**src/rtl/instr_mem_loader_if.sv**
```systemverilog
// Byte-stream and instruction-memory write bus of the instruction-memory loader.
// The slave modport is the loader. The master modport is the stream source and memory observer.
interface instr_mem_loader_if;
  logic        byte_valid_i;
  logic [7:0]  byte_data_i;
  logic        byte_ready_o;
  logic        im_we_o;
  logic [31:0] im_addr_o;
  logic [31:0] im_data_o;

  modport master (
    output byte_valid_i, byte_data_i,
    input  byte_ready_o, im_we_o, im_addr_o, im_data_o
  );

  modport slave (
    input  byte_valid_i, byte_data_i,
    output byte_ready_o, im_we_o, im_addr_o, im_data_o
  );
endinterface

```
**src/rtl/instr_mem_loader.sv**
```systemverilog
// Loads a header-prefixed big-endian byte stream into instruction memory and holds the CPU in reset until done.
// Optional trailing XOR checksum byte: define INSTR_LOADER_CHECKSUM_EN.
module instr_mem_loader #(
  parameter int DEPTH = 32,
  parameter int AW    = 5
) (
  input  logic                clk_i,
  input  logic                rst_i,
  input  logic                start_i,
  instr_mem_loader_if.slave   bus,
  output logic [15:0]         words_loaded_o,
  output logic                done_o,
  output logic                err_o,
  output logic                cpu_rst_n_o
);

  typedef enum logic [2:0] {
    S_IDLE,
    S_HDR0,
    S_HDR1,
    S_DATA,
`ifdef INSTR_LOADER_CHECKSUM_EN
    S_CHK,
`endif
    S_DONE,
    S_ERR
  } state_t;

`ifdef INSTR_LOADER_CHECKSUM_EN
  localparam state_t S_TAIL = S_CHK;
`else
  localparam state_t S_TAIL = S_DONE;
`endif

  state_t          state_q, state_d;
  logic [15:0]     n_q;
  logic [AW-1:0]   idx_q;
  logic [1:0]      cnt_q;
  logic [31:0]     shift_q;
  logic            ready;
  logic            xfer;
  logic            start_load;
  logic            last_word;
  logic [15:0]     n_full;
`ifdef INSTR_LOADER_CHECKSUM_EN
  logic [7:0]      xor_q;
`endif

  assign n_full    = {n_q[15:8], bus.byte_data_i};
  assign last_word = (16'(idx_q) == n_q - 16'd1);
  assign xfer      = ready & bus.byte_valid_i;

  // NOTE: synchronous reset, so rst_i appears only inside the clocked process.
  always_ff @(posedge clk_i) begin
    if (rst_i) state_q <= S_IDLE;
    else       state_q <= state_d;
  end

  // NOTE: every variable written here gets a default first, so no path leaves one unassigned (no latch).
  always_comb begin
    state_d    = state_q;
    ready      = 1'b0;
    start_load = 1'b0;
    unique case (state_q)
      S_IDLE, S_DONE, S_ERR: begin
        if (start_i) begin
          state_d    = S_HDR0;
          start_load = 1'b1;
        end
      end
      S_HDR0: begin
        ready = 1'b1;
        if (bus.byte_valid_i) state_d = S_HDR1;
      end
      S_HDR1: begin
        ready = 1'b1;
        if (bus.byte_valid_i) begin
          if (n_full == 16'd0)             state_d = S_TAIL;
          else if (n_full > 16'(DEPTH))    state_d = S_ERR;
          else                             state_d = S_DATA;
        end
      end
      S_DATA: begin
        ready = 1'b1;
        if (bus.byte_valid_i && cnt_q == 2'd3 && last_word) state_d = S_TAIL;
      end
`ifdef INSTR_LOADER_CHECKSUM_EN
      S_CHK: begin
        ready = 1'b1;
        if (bus.byte_valid_i) state_d = (bus.byte_data_i == xor_q) ? S_DONE : S_ERR;
      end
`endif
      default: state_d = S_IDLE;
    endcase
  end

  assign bus.byte_ready_o = ready;
  assign done_o           = (state_q == S_DONE);
  assign err_o            = (state_q == S_ERR);
  assign cpu_rst_n_o      = (state_q == S_DONE);

  // NOTE: state updates use <= so every register samples pre-edge values, independent of statement order.
  always_ff @(posedge clk_i) begin
    if (rst_i) begin
      n_q            <= '0;
      idx_q          <= '0;
      cnt_q          <= '0;
      shift_q        <= '0;
      words_loaded_o <= '0;
      bus.im_we_o    <= 1'b0;
      bus.im_addr_o  <= '0;
      bus.im_data_o  <= '0;
`ifdef INSTR_LOADER_CHECKSUM_EN
      xor_q          <= '0;
`endif
    end else begin
      bus.im_we_o <= 1'b0;
      if (start_load) begin
        idx_q          <= '0;
        cnt_q          <= '0;
        shift_q        <= '0;
        words_loaded_o <= '0;
`ifdef INSTR_LOADER_CHECKSUM_EN
        xor_q          <= '0;
`endif
      end
      if (xfer) begin
        unique case (state_q)
          S_HDR0: n_q[15:8] <= bus.byte_data_i;
          S_HDR1: n_q[7:0]  <= bus.byte_data_i;
          S_DATA: begin
            shift_q <= {shift_q[23:0], bus.byte_data_i};
            cnt_q   <= cnt_q + 2'd1;
`ifdef INSTR_LOADER_CHECKSUM_EN
            xor_q   <= xor_q ^ bus.byte_data_i;
`endif
            // Strobe lands in the cycle after the 4th byte while the next byte is already accepted.
            if (cnt_q == 2'd3) begin
              bus.im_we_o    <= 1'b1;
              bus.im_data_o  <= {shift_q[23:0], bus.byte_data_i};
              bus.im_addr_o  <= {{(30-AW){1'b0}}, idx_q, 2'b00};
              words_loaded_o <= words_loaded_o + 16'd1;
              if (!last_word) idx_q <= idx_q + 1'b1;
            end
          end
          default: ;
        endcase
      end
    end
  end

endmodule

```
**src/flat_wrapper.sv**
```systemverilog
// flat-port wrapper written by rule: the top's interface ports become plain ports
module instr_mem_loader_flat 
#(
  parameter int DEPTH = 32,
  parameter int AW    = 5
)
  (clk_i, rst_i, start_i, words_loaded_o, done_o, err_o, cpu_rst_n_o, bus_byte_valid_i, bus_byte_data_i, bus_byte_ready_o, bus_im_we_o, bus_im_addr_o, bus_im_data_o);
  instr_mem_loader_if bus_i ();
  input  logic clk_i;
  input  logic rst_i;
  input  logic start_i;
  output logic [15:0] words_loaded_o;
  output logic done_o;
  output logic err_o;
  output logic cpu_rst_n_o;
  input wire logic [$bits(bus_i.byte_valid_i)-1:0] bus_byte_valid_i;
  input wire logic [$bits(bus_i.byte_data_i)-1:0] bus_byte_data_i;
  output wire logic [$bits(bus_i.byte_ready_o)-1:0] bus_byte_ready_o;
  output wire logic [$bits(bus_i.im_we_o)-1:0] bus_im_we_o;
  output wire logic [$bits(bus_i.im_addr_o)-1:0] bus_im_addr_o;
  output wire logic [$bits(bus_i.im_data_o)-1:0] bus_im_data_o;
  assign bus_i.byte_valid_i = bus_byte_valid_i;
  assign bus_i.byte_data_i = bus_byte_data_i;
  assign bus_byte_ready_o = bus_i.byte_ready_o;
  assign bus_im_we_o = bus_i.im_we_o;
  assign bus_im_addr_o = bus_i.im_addr_o;
  assign bus_im_data_o = bus_i.im_data_o;
  instr_mem_loader #(.DEPTH(DEPTH), .AW(AW)) u_core (.clk_i(clk_i), .rst_i(rst_i), .start_i(start_i), .bus(bus_i), .words_loaded_o(words_loaded_o), .done_o(done_o), .err_o(err_o), .cpu_rst_n_o(cpu_rst_n_o));
endmodule
```
**config.mk**
```make
export PLATFORM = sky130hd
export DESIGN_NAME = instr_mem_loader_flat
export DESIGN_NICKNAME = d
export VERILOG_FILES = /design/src/rtl/instr_mem_loader_if.sv /design/src/rtl/instr_mem_loader.sv /design/src/flat_wrapper.sv
export SDC_FILE = /design/constraint.sdc
export NUM_CORES = 1
export LEC_CHECK = 0
export ABC_AREA = 1
export CAP_MARGIN = 5
export CORE_ASPECT_RATIO = 0.5
export CORE_UTILIZATION = 47
export DETAILED_ROUTE_END_ITERATION = 6
export GPL_TIMING_DRIVEN = 0
export PLACE_DENSITY = 0.75
export REMOVE_ABC_BUFFERS = 1
export SYNTH_ARGS = -nofsm -noshare
export SYNTH_HDL_FRONTEND = slang
export SYNTH_SLANG_ARGS = --single-unit
```
**constraint.sdc**
```tcl
create_clock -name clk_i -period 1.7 [get_ports clk_i]
set_input_delay 0.34 -clock clk_i [delete_from_list [all_inputs] [get_ports clk_i]]
set_output_delay 0.34 -clock clk_i [all_outputs]
set_load 0.05 [all_outputs]
```
==> flow_summary.ini <==
[outcome]
status = complete, but fails checks
violations = setup timing

[setup_path]
cp-start-kind = flop
path_class = reg -> reg
r2r_cells = 12
worstReg2RegEnd = u_core.idx_q[0]$_SDFF_PP0_
worstPathRequired_ns = 1.94
r2r_slack_ns = -0.13
crit_arrival_ns = 2.07
worstSetupEndpoint = u_core.idx_q[0]$_SDFF_PP0_
regToRegStartpoint = u_core.n_q[4]$_SDFFE_PP0P_
crit_path_max_fanout = 6
crit_path_start = u_core.n_q[4]$_SDFFE_PP0P_
setup.worst_path.end_class = flop

[yosys]
ys_seq_area_share_pct = 41.4
ys_types = 35
synth_seq_cells = 104
syn_area_sq_um = 5030
synth.avg_cell_area_sq_um = 7.14
syn_inst = 705
yosysWarnings = 0

[global_routing]
grt_max_degree = 56
gr-total-overflow = 0
grt_pass1_vias = 4274
grt_usage_pct = 25.1
antenna_found_initial = 0
grt_first_pass_wirelength_um = 21600

[placed_design]
numPortBuffers = 69
place.gp.congestion = 0.871
hpwl_um = 7850
pre_cts_slack_ns = -1.60

[sta]
finClkSkew_ns = 0.00986
rsz0062_at_grt = true
hold_viol_final = 0
hold_ws_ns = 0.462
period_needed_ns = 1.83
timing.final.ws_setup_ns = -0.133
max_freq_ghz = 0.546
worstMarginPinSlew_ns = 0.553
slew_viol_final = 0
slew_headroom_pct = 63.1
fin_crit_sh_pct = 108
setup_viol = 17

[floorplan]
dieArea_sq_um = 11100
die_h_um = 75.2
start_util_pct = 48.8
core_sq_um = 10300
die_w_um = 148
pin_count = 97
row_count = 26

[power]
cellPowerDensity_nw_per_um2 = 1170
p_int_mw = 4.71
switching_share_pct = 40.9
p_seq_share_pct = 35.6
ir_drop_mv = 0.502
comb_power_share_pct = 38.9
pwr-share-clk_pct = 25.5
power.total_mw = 7.97
p_switching_mw = 3.26
power.leakage_nw = 3.00

[clock_network]
cts_htree_levels = 3
clock_sinks = 104
cts_buffers = 9
cts_tree = yes
cts_max_path_buffers = 2
clk_latency_ns = 0.35
clkTransAtPathRegs_ns = 0.07
cts-root-buf = clkbuf_16
cts_hold_buf = 0

[cells_and_area]
layout-drive-gt1-share_pct = 22.7
layout-area-overhead-vs-synth_pct = 35.1
fill_cells = 857
fin_nets = 821
regArea_sq_um = 2120
antenna_cells = 0
multiInputGateArea_sq_um = 2880

[drt]
drt-total-wl_um = 14700
via_per_inst = 5.38
drtAntennaViolNets = 0
dr.first_iter.drc_count = 402
drc = 0
routedWlPerCell_um = 15.5
first_pass_iters = 6
vias = 5115

[job]
maxCapViolCount = 0

[hold_path]
hold_class = reg -> reg
-- cell type report --
class                   instances  area share (%)
repair buffers                113            15.6
multi-input cells             514            42.3
repair inverters                1           0.129
inverters                      62            3.98
well taps                     140            2.58
flip-flops and latches        104            31.2
clock buffers                  10            3.52
clock inverters                 6           0.737
-- logic make-up after synthesis --
group / after synthesis / share of synthesized area [%]
and+or+nand+nor: 317 / 28.4
DFF: 104 / 41.4
other: 1 / 0.0745
xor gates and xnor gates: 4 / 0.696
buffers and inverters: 120 / 11.6
adders and majority gates: 4 / 0.995
AOI/OAI and AO/OA: 155 / 16.9
-- cell usage after synthesis --
master / number / area [sq um]
dfxtp_1: 104 / 2080
nand3b_1: 2 / 15.0
inv_2: 6 / 22.5
a2111oi_0: 3 / 26.3
nor3_2: 3 / 30.0
nor2_2: 9 / 56.3
a221oi_1: 1 / 8.76
nor2_1: 96 / 360
xor2_1: 4 / 35.0
or2_2: 3 / 18.8
o21ai_0: 54 / 270
buf_2: 12 / 60.1
nand3_4: 1 / 17.5
nor3_1: 9 / 45.0
nand4_1: 11 / 68.8
buf_6: 1 / 11.3
nor4_1: 1 / 6.26
nand2_1: 128 / 480
clkinv_1: 1 / 3.75
nand3_1: 39 / 195
ha_1: 4 / 50.1
a21oi_1: 71 / 355
nor3_4: 1 / 16.3
nand2_2: 7 / 43.8
nor2_4: 5 / 56.3
conb_1: 1 / 3.75
a211oi_1: 21 / 158
o211ai_1: 2 / 15.0
buf_4: 29 / 218
and3_1: 1 / 6.26
clkbuf_1: 16 / 60.1
o21ai_1: 2 / 10.0
a21boi_1: 1 / 7.51
inv_1: 55 / 206
nand2_4: 1 / 11.3
-- worst min-delay path by stage --
stage	slack, ns	from	cells past startpoint	endpoint
after floorplan	0.41	rst_i	1	u_core.bus.im_data_o[10]$_SDFFE_PP0P_
after global placement	0.45	u_core.cnt_q[0]$_SDFF_PP0_	1	u_core.cnt_q[0]$_SDFF_PP0_
after detailed placement	0.46	u_core.shift_q[22]$_SDFF_PP0_	2	u_core.shift_q[22]$_SDFF_PP0_
after CTS	0.44	rst_i	2	u_core.words_loaded_o[13]$_SDFF_PP0_
after global routing	0.48	u_core.shift_q[18]$_SDFF_PP0_	2	u_core.shift_q[18]$_SDFF_PP0_
final	0.46	u_core.shift_q[22]$_SDFF_PP0_	2	u_core.shift_q[22]$_SDFF_PP0_
-- state kept, by name, indices dropped and copies added, names as in the netlist --
name,flops
u_core.state_q,3
u_core.bus.im_addr_o,5
u_core.bus.im_data_o,32
u_core.words_loaded_o,16
u_core.idx_q,5
u_core.bus.im_we_o,1
u_core.cnt_q,2
u_core.n_q,16
u_core.shift_q,24
-- cells in the final DEF, fill, tap and decap left out, types with 19 or more instances in the layout --
cell,instances
a21oi_1,70
dfxtp_1,90
nor2_4,25
dlygate4sd2_1,46
nor2_1,82
nand3_1,33
o21ai_0,44
conb_1,27
a211oi_1,19
nand2_1,117
buf_4,32
inv_1,48
-- power by group through the flow --
stage | clock network, mW | logic [mW] | registers, mW
2_1_floorplan | 0 | 2.08 | 2.77
3_3_place_gp | 0 | 2.60 | 2.82
3_5_place_dp | 0 | 2.68 | 2.82
4_1_cts | 2.03 | 2.95 | 2.81
5_1_grt | 2.13 | 3.44 | 2.86
6_report | 2.03 | 3.10 | 2.84
-- stage by stage --
step / utilization (%) / cell area [sq um] / instances / setup TNS (ns)
after global routing: 65.9 / 6800 / 950 / -3.69
after CTS: 62.4 / 6440 / 931 / -0.861
final: 65.9 / 6800 / 950 / -1.20
after detailed placement: 55.2 / 5700 / 884 / -82.41
after floorplan: - / 4780 / 673 / -42.94
after global placement: 54.7 / 5650 / 882 / -235.85
-- metal layers --
metal  up-vias  share of wire (%)  GRT usage, %
li1       2487                  -             -
met1      2420                 45          33.5
met2       183                 48          42.3
met3        25                5.8          4.55
met4         0                1.5          6.76
met5         -                  0             0
-- worst max-delay path, stage by stage (launching register included) --
cell and delay, ns:
dfxtp_2 0.37, nor2_4 0.15, nand2_2 0.09, o21ai_2 0.19, nand2_1 0.09, nor3_2 0.18, nand2_1 0.08, nor2_2 0.13
nand3_4 0.12, nand2_4 0.11, nand2_1 0.06, o21ai_1 0.09, nor2_1 0.06
-- timing repair --
item / in CTS / in global routing
resized for setup: 163 / 73
setup buffers: 25 / 17
cloned: 6 / 2
setup endpoints to repair: 162 / 95
pin swaps: 32 / 40
Power figures use the tool's default switching activity.
